==> src/rtl/ce_strobe_gen_if.sv <==
// Command/strobe bundle between a controller and ce_strobe_gen.
// Optional Phase member exists only when CE_STROBE_GEN_PHASE_EN is defined.
interface ce_strobe_gen_if #(
   parameter int WIDTH     = 16,
   parameter int CNT_WIDTH = 8
);
   logic                 Start;
   logic                 Stop;
   logic [WIDTH-1:0]     Div;
   logic [CNT_WIDTH-1:0] Burst;
   logic                 CE;
   logic                 Busy;
   logic                 Done;
   logic [CNT_WIDTH-1:0] Count;
`ifdef CE_STROBE_GEN_PHASE_EN
   logic [WIDTH-1:0]     Phase;

   modport master (output Start, Stop, Div, Burst, Phase, input CE, Busy, Done, Count);
   modport slave  (input Start, Stop, Div, Burst, Phase, output CE, Busy, Done, Count);
`else
   modport master (output Start, Stop, Div, Burst, input CE, Busy, Done, Count);
   modport slave  (input Start, Stop, Div, Burst, output CE, Busy, Done, Count);
`endif
endinterface

==> src/rtl/ce_strobe_gen.sv <==
// Programmable CE strobe generator: latched divide ratio and burst length, with Stop abort.
// Define CE_STROBE_GEN_PHASE_EN to add a latched start-phase delay (Phase input).
module ce_strobe_gen #(
   parameter int WIDTH     = 16,
   parameter int CNT_WIDTH = 8
) (
   input  logic           CLK,
   input  logic           RESET,
   ce_strobe_gen_if.slave bus
);

   typedef enum logic [1:0] {
      IDLE = 2'd0,
      RUN  = 2'd1,
      DONE = 2'd2
   } state_t;

   localparam logic [WIDTH-1:0]     ONE_W = {{(WIDTH-1){1'b0}}, 1'b1};
   localparam logic [CNT_WIDTH-1:0] ONE_C = {{(CNT_WIDTH-1){1'b0}}, 1'b1};

   state_t               state_q, state_d;
   logic [WIDTH-1:0]     div_q, div_d;
   logic [WIDTH-1:0]     cnt_q, cnt_d;
   logic [CNT_WIDTH-1:0] burst_q, burst_d;
   logic [CNT_WIDTH-1:0] count_q, count_d;
   logic                 ce_q, ce_d;
   logic                 busy_q, busy_d;
   logic                 done_q, done_d;

   logic [WIDTH-1:0]     div_eff_s;
   logic [WIDTH-1:0]     phase_s;

   assign div_eff_s = (bus.Div == '0) ? ONE_W : bus.Div;

`ifdef CE_STROBE_GEN_PHASE_EN
   assign phase_s = bus.Phase;
`else
   assign phase_s = '0;
`endif

   // cnt_q counts cycles until the next pulse; a pulse is launched from the edge where it reads 0.
   always_comb begin
      state_d = state_q;
      div_d   = div_q;
      cnt_d   = cnt_q;
      burst_d = burst_q;
      count_d = count_q;
      ce_d    = 1'b0;
      busy_d  = busy_q;
      done_d  = 1'b0;
      case (state_q)
         IDLE: begin
            busy_d = 1'b0;
            if (bus.Start && !bus.Stop) begin
               state_d = RUN;
               busy_d  = 1'b1;
               div_d   = div_eff_s;
               burst_d = bus.Burst;
               if (phase_s == '0) begin
                  ce_d    = 1'b1;
                  count_d = ONE_C;
                  cnt_d   = div_eff_s - ONE_W;
               end else begin
                  count_d = '0;
                  cnt_d   = phase_s - ONE_W;
               end
            end else begin
               state_d = IDLE;
            end
         end
         RUN: begin
            if (bus.Stop) begin
               state_d = IDLE;
               busy_d  = 1'b0;
            end else if (ce_q && (burst_q != '0) && (count_q == burst_q)) begin
               state_d = DONE;
               busy_d  = 1'b0;
               done_d  = 1'b1;
            end else if (cnt_q == '0) begin
               ce_d    = 1'b1;
               count_d = count_q + ONE_C;
               cnt_d   = div_q - ONE_W;
            end else begin
               cnt_d   = cnt_q - ONE_W;
            end
         end
         DONE: begin
            state_d = IDLE;
            busy_d  = 1'b0;
         end
         default: begin
            state_d = IDLE;
            busy_d  = 1'b0;
         end
      endcase
   end

   // State and registered outputs; RESET overrides everything.
   always_ff @(posedge CLK) begin
      if (RESET) begin
         state_q <= IDLE;
         div_q   <= '0;
         cnt_q   <= '0;
         burst_q <= '0;
         count_q <= '0;
         ce_q    <= 1'b0;
         busy_q  <= 1'b0;
         done_q  <= 1'b0;
      end else begin
         state_q <= state_d;
         div_q   <= div_d;
         cnt_q   <= cnt_d;
         burst_q <= burst_d;
         count_q <= count_d;
         ce_q    <= ce_d;
         busy_q  <= busy_d;
         done_q  <= done_d;
      end
   end

   assign bus.CE    = ce_q;
   assign bus.Busy  = busy_q;
   assign bus.Done  = done_q;
   assign bus.Count = count_q;

endmodule

==> src/flat_wrapper.sv <==
// flat-port wrapper written by rule: the top's interface ports become plain ports
module ce_strobe_gen_flat 
#(
   parameter int WIDTH     = 16,
   parameter int CNT_WIDTH = 8
)
  (CLK, RESET, bus_Start, bus_Stop, bus_Div, bus_Burst, bus_CE, bus_Busy, bus_Done, bus_Count);
  ce_strobe_gen_if #(.WIDTH(WIDTH), .CNT_WIDTH(CNT_WIDTH)) bus_i ();
  input  logic CLK;
  input  logic RESET;
  input wire logic [$bits(bus_i.Start)-1:0] bus_Start;
  input wire logic [$bits(bus_i.Stop)-1:0] bus_Stop;
  input wire logic [$bits(bus_i.Div)-1:0] bus_Div;
  input wire logic [$bits(bus_i.Burst)-1:0] bus_Burst;
  output wire logic [$bits(bus_i.CE)-1:0] bus_CE;
  output wire logic [$bits(bus_i.Busy)-1:0] bus_Busy;
  output wire logic [$bits(bus_i.Done)-1:0] bus_Done;
  output wire logic [$bits(bus_i.Count)-1:0] bus_Count;
  assign bus_i.Start = bus_Start;
  assign bus_i.Stop = bus_Stop;
  assign bus_i.Div = bus_Div;
  assign bus_i.Burst = bus_Burst;
  assign bus_CE = bus_i.CE;
  assign bus_Busy = bus_i.Busy;
  assign bus_Done = bus_i.Done;
  assign bus_Count = bus_i.Count;
  ce_strobe_gen #(.WIDTH(WIDTH), .CNT_WIDTH(CNT_WIDTH)) u_core (.CLK(CLK), .RESET(RESET), .bus(bus_i));
endmodule
==> config.mk <==
export PLATFORM = sky130hd
export DESIGN_NAME = ce_strobe_gen_flat
export DESIGN_NICKNAME = d
export VERILOG_FILES = /design/src/rtl/ce_strobe_gen_if.sv /design/src/rtl/ce_strobe_gen.sv /design/src/flat_wrapper.sv
export SDC_FILE = /design/constraint.sdc
export NUM_CORES = 1
export LEC_CHECK = 0
export CORE_MARGIN = 2
export CORE_UTILIZATION = 55
export DETAILED_ROUTE_END_ITERATION = 12
export PLACE_DENSITY_LB_ADDON = 0.1
export SYNTH_ARGS = -nofsm -noshare
export SYNTH_HDL_FRONTEND = slang
export SYNTH_SLANG_ARGS = --single-unit
==> constraint.sdc <==
create_clock -name CLK -period 2.94 [get_ports CLK]
set_clock_uncertainty 0.05 [all_clocks]
set_input_delay 0.441 -clock CLK [delete_from_list [all_inputs] [get_ports CLK]]
set_output_delay 0.441 -clock CLK [all_outputs]
set_load 0.02 [all_outputs]
# Word-level counts from Yosys, hierarchy flattened
# Index checks and enable logic that the tools add are counted.
[totals] output_inout_bits=11 ff_bits=53
[op_classes] reduce_logical=13 bitwise_logic=1 n_eq_ne=7 n_addsub=4 n_mux=24
[ops] op="16-bit 2-to-1 mux" n=5
[ops] op="16-bit by 1-bit subtractor with 16-bit output, second input constant" n=3
[ops] op="16-bit zero test" n=2
[ops] op="8-bit 2-to-1 mux" n=4
[ops] op="16-bit one-hot mux with 2 select lines" n=1
[ops] op="8-bit one-hot mux with 2 select lines" n=1
[ops] op="8-bit by 1-bit adder with 8-bit output, second input constant" n=1
[ops] op="8-bit equality test" n=1
[ops] op="1-bit 2-to-1 mux" n=8
[ops] op="8-bit nonzero test" n=1
[ops] op="5-bit AND reduction" n=1
[ops] op="2-bit 2-to-1 mux" n=2
[ops] op="2-bit by 1-bit inequality test with 1-bit output, second input constant" n=2
[ops] op="2-bit inequality test, second input constant" n=2
[ops] op="1-bit one-hot mux with 2 select lines" n=2
[ops] op="2-bit one-hot mux with 2 select lines" n=1
[ops] op="4-bit AND reduction" n=1
[ops] op="1-bit logical AND" n=3
[ops] op="3-bit by 2-bit inequality test with 1-bit output, second input constant" n=1
[ops] op="3-bit OR reduction" n=1
[ops] op="2-bit by 1-bit equality test with 1-bit output, second input constant" n=1
[ops] op="2-bit zero test" n=1
[ops] op="2-bit AND reduction" n=1
[ops] op="2-bit nonzero test" n=1
[ops] op="other kinds (2)" n=2

# Depth between registers and ports, before layout
[depth] ltp_word=6 mapped_depth=13

# Worst setup path after synthesis
# No wires, ideal clock.
[synth_path] path_type="register to register" startpoint="register u_core.cnt_q[2]" endpoint="register u_core.cnt_q[14]" setup_time_ns=0.091 path_buffers=2 path_stages_with_launch=14 required_time_ns=2.799 setup_slack_ns=0.395 arrival_time_ns=2.404 path_cell_list="dfxtp_1 > nor4_2 > and4_1 > buf_4 > a211oi_1 > nor2_1 > inv_1 > ha_1 > o211ai_2 > or2_0 > buf_2 > nor4_2 > nand2_1 > a311oi_1"
[synth_between] elab_chain_len=5 elab_cells_between_ends=6 cone_classes="add/sub: 1; mux: 4; reduce/logical: 1"
[synth_rtl] item="start, declared" line="ce_strobe_gen.sv:23" rtl="logic [WIDTH-1:0] cnt_q, cnt_d;"
[synth_rtl] item="start signal, assigned" line="ce_strobe_gen.sv:112" rtl="cnt_q <= cnt_d;"
[synth_rtl] item="16-bit by 1-bit subtractor with 16-bit output or 16-bit zero test (tied branches)" line="ce_strobe_gen.sv:84, ce_strobe_gen.sv:79"
[synth_rtl] item="16-bit 2-to-1 mux *" line="ce_strobe_gen.sv:79" rtl="end else if (cnt_q == '0) begin"
[synth_rtl] item="16-bit 2-to-1 mux *" line="ce_strobe_gen.sv:75" rtl="end else if (ce_q && (burst_q != '0) && (count_q == burst_q)) begin"
[synth_rtl] item="16-bit 2-to-1 mux *" line="ce_strobe_gen.sv:72" rtl="if (bus.Stop) begin"
[synth_rtl] item="16-bit one-hot mux with 2 select lines *" line="ce_strobe_gen.sv:51" rtl="case (state_q)"
# Every way passes the cells marked *; elsewhere a longest branch is shown, timed or not. The select of a mux whose other input is x is not followed.
# A chain may end at the register's enable or synchronous reset.

# Worst setup path in the final report
[layout_path] startpoint="register u_core.state_q[0]" endpoint="register u_core.cnt_q[15]"
[layout_between] elab_chain_len=3 elab_cells_between_ends=8 cone_classes="eq/ne: 4; mux: 1; reduce/logical: 3"
[layout_rtl] item="start, declared" line="ce_strobe_gen.sv:21" rtl="state_t state_q, state_d;"
[layout_rtl] item="start signal, assigned" line="ce_strobe_gen.sv:110" rtl="state_q <= state_d;"
[layout_rtl] item="2-bit by 1-bit equality test with 1-bit output or 2-bit zero test (tied branches)" line="ce_strobe_gen.sv:51"
[layout_rtl] item="2-bit inequality test (no line), or another cell as far along"
[layout_rtl] item="4-bit AND reduction (no line)"
# Parallel ways exist; a longest one is shown, timed or not.

==> flow_metrics.tcl <==
set metrics [dict create \
    cp.required_ns 3.10 \
    post-cts-setup-buffer-count 0 \
    yosysSeqAreaShare_pct 37.3 \
    run_status "finished, final reports clean" \
    clk_pin_slew_ns 0.10 \
    synth_area_leaders "dfxtp_1 (37%), nand2_1 (8.3%), a21oi_1 (6.9%)" \
    die_h_um 75.9 \
    holdWs_ns 0.410 \
    core_sq_mm 0.00504 \
    final_cells 476 \
    cp_slowest_cell "nor3_1" \
    crit_top_cell "nor3_1" \
    syn_inst 353 \
    io_pins 39 \
    yosysMostFrequentCell "nand2_1" \
    wirelength_um 7470 \
    h-tree-depth 2 \
    dieArea_sq_mm 0.00577 \
    start_kind "flip-flop" \
    drtAntennaViolNets 0 \
    syn_area_sq_mm 0.00285 \
    drive_gt1_share_pct 15.3 \
    avgSynthCellArea_sq_um 8.06 \
    cp-end-kind "flip-flop" \
    rows 26 \
    regArea_sq_mm 0.00106 \
    cts_tree "done" \
    yosys.area.top_type_share_pct 37.3 \
    grt_antenna_before_repair 0 \
    dp.cells 468 \
    drc 0 \
    synth_cell_types 57 \
    leakage_nw 1.30 \
    fillers 424 \
    report.final.hold_viol_count 0 \
    finalNetCount 435 \
    p_total_mw 1.65 \
    clock_path_buffers 2 \
    rsz0062_at_grt "no" \
    hold_class "reg -> reg" \
    ir_worst_vdd_uv 334 \
    relSlewSlack_pct 59.0 \
    worst_slack_ns 0.208 \
    synth-edff-count 0 \
    cp.arrival_ns 2.90 \
    finalSetupViolations 0 \
    max_cap_viol_count 0 \
    crit_fanout 17 \
    cts-root-buf "clkbuf_8" \
    area_growth_syn_to_layout_pct 25.5 \
    synthFlopType "dfxtp_1" \
    crit_chain "nand2b_4 -> buf_4 -> nor3_1 -> o22a_1 -> o211ai_4 -> nor3_1 -> nand4_1 -> a311oi_1" \
    cpPeakStageDelay_ns 0.49 \
    post-route-period-util_pct 92.9 \
    grt_pass1_wl_um 12700 \
    synth.net_count 383 \
    fin_crit_ns 2.73 \
    overflow 0 \
    die_w_um 75.9 \
    clkSinkCount 53 \
    multi_input_area_sq_mm 0.00170 \
    clock_latency_ns 0.30 \
    grt.total_usage_pct 27.0 \
    synth_top_area_cell "dfxtp_1" \
    via_count 2766 \
    drv_slew 0 \
    path_class "reg -> reg" \
    initial_core_util_pct 56.5 \
    drt_iter0_drc 134 \
    port_buffers 38 \
    drt-wirelength-per-cell_um 15.7 \
    clock.fmax_mhz 366 \
    antenna_cells 0 \
    worst_pin_slew_ns 0.610 \
    dp_slack_ns -0.208 \
    yosysWarnings 0 \
    grt_start_max_net_pins 46 \
    avgViaCountPerCell 5.81 \
    hpwlAfterDp_um 5390 \
    ys_ff_latch 53 \
    setup_tns_ns 0 \
    dr.pass1.iters 4 \
    synthTopCellsByCount "nand2_1 (63), dfxtp_1 (53), nor2_1 (41)" \
    powerDensity_mw_per_mm2 462 \
    cts_inserted_buffers 5 \
    gp_congestion 0.912 \
    first_global_vias 2571 \
    synthArstFlopShare_pct 0 \
]
cell usage in the layout (no fill, tap or decap), types with 4 or more instances in the layout:
master / n
nor4_2: 6
xor2_1: 8
nor3_1: 12
nor2_1: 41
nand4_1: 4
o21ai_0: 8
nand2_1: 63
dfxtp_1: 53
inv_1: 4
buf_4: 28
nor4_1: 6
clkdlybuf4s50_1: 37
or2_1: 4
a211oi_1: 12
a211oi_2: 4
clkbuf_8: 6
a311oi_1: 6
xnor2_1: 11
a21oi_1: 39
through the flow:
step | utilization [%] | instance area [sq um]
finish | 70.8 | 3570
global route | 70.8 | 3570
CTS | 70.3 | 3540
detailed placement | 68.0 | 3430
global placement | 68.0 | 3430
floorplan | - | 2850
state kept, by name, indices dropped and copies added (netlist names):
register / flops
u_core.bus.Done: 1
u_core.bus.Count: 8
u_core.state_q: 2
u_core.cnt_q: 16
u_core.burst_q: 8
u_core.bus.CE: 1
u_core.div_q: 16
u_core.bus.Busy: 1
critical path: cells and delay by family, from the launching register on:
family          cells  cell delay (ns)
flops               1             0.47
buf+inv             1             0.25
compound gates      3             0.76
simple gates        4             1.12
cells by family after synthesis:
group / Yosys count / synth area share, %
AO/OA/AOI/OAI: 89 / 21.2
XOR/XNOR: 19 / 5.85
adder cells (fa/ha/maj): 2 / 0.879
buffers and inverters: 25 / 4.22
flip-flops: 53 / 37.3
multiplexers: 6 / 2.64
AND/OR/NAND/NOR: 159 / 28.0
area by class of cell:
type | count | share of cell area [%]
Clock inverter | 1 | 0.841
Multi-Input combinational cell | 275 | 47.6
Inverter | 4 | 0.420
Clock buffer | 7 | 2.42
Sequential cell | 53 | 29.7
Timing Repair Buffer | 66 | 16.6
Tap cell | 70 | 2.45
power by group:
group	leakage [nW]	internal [mW]	switching (mW)	total [mW]
Combinational	0.805	0.153	0.181	0.335
Sequential	0.434	0.757	0.0426	0.800
Clock	0.0585	0.278	0.239	0.517
Total	1.30	1.19	0.463	1.65
path summary, 6_finish.rpt:
kind / from / to / slack, ns / cells past startpoint
min: u_core.div_q[13] / u_core.div_q[13] / 0.41 / 2
max reg2reg: u_core.state_q[0] / u_core.cnt_q[15] / 0.21 / 8
max: u_core.state_q[0] / u_core.cnt_q[15] / 0.21 / 8
min reg2reg: u_core.div_q[13] / u_core.div_q[13] / 0.41 / 2
per-layer routing:
metal	vias up	GRT usage (%)	part of all wire [%]
li1	1360	-	-
met1	1300	33.3	43
met2	86	47.6	49
met3	20	4.64	5.0
met4	0	9.64	3.1
met5	-	0	0
what timing repair did:
action,in CTS,in global routing
setup endpoints to repair,0,5
resized for setup,0,6
hold buffers,0,0
Note: power is estimated with default switching activity, not from simulation.
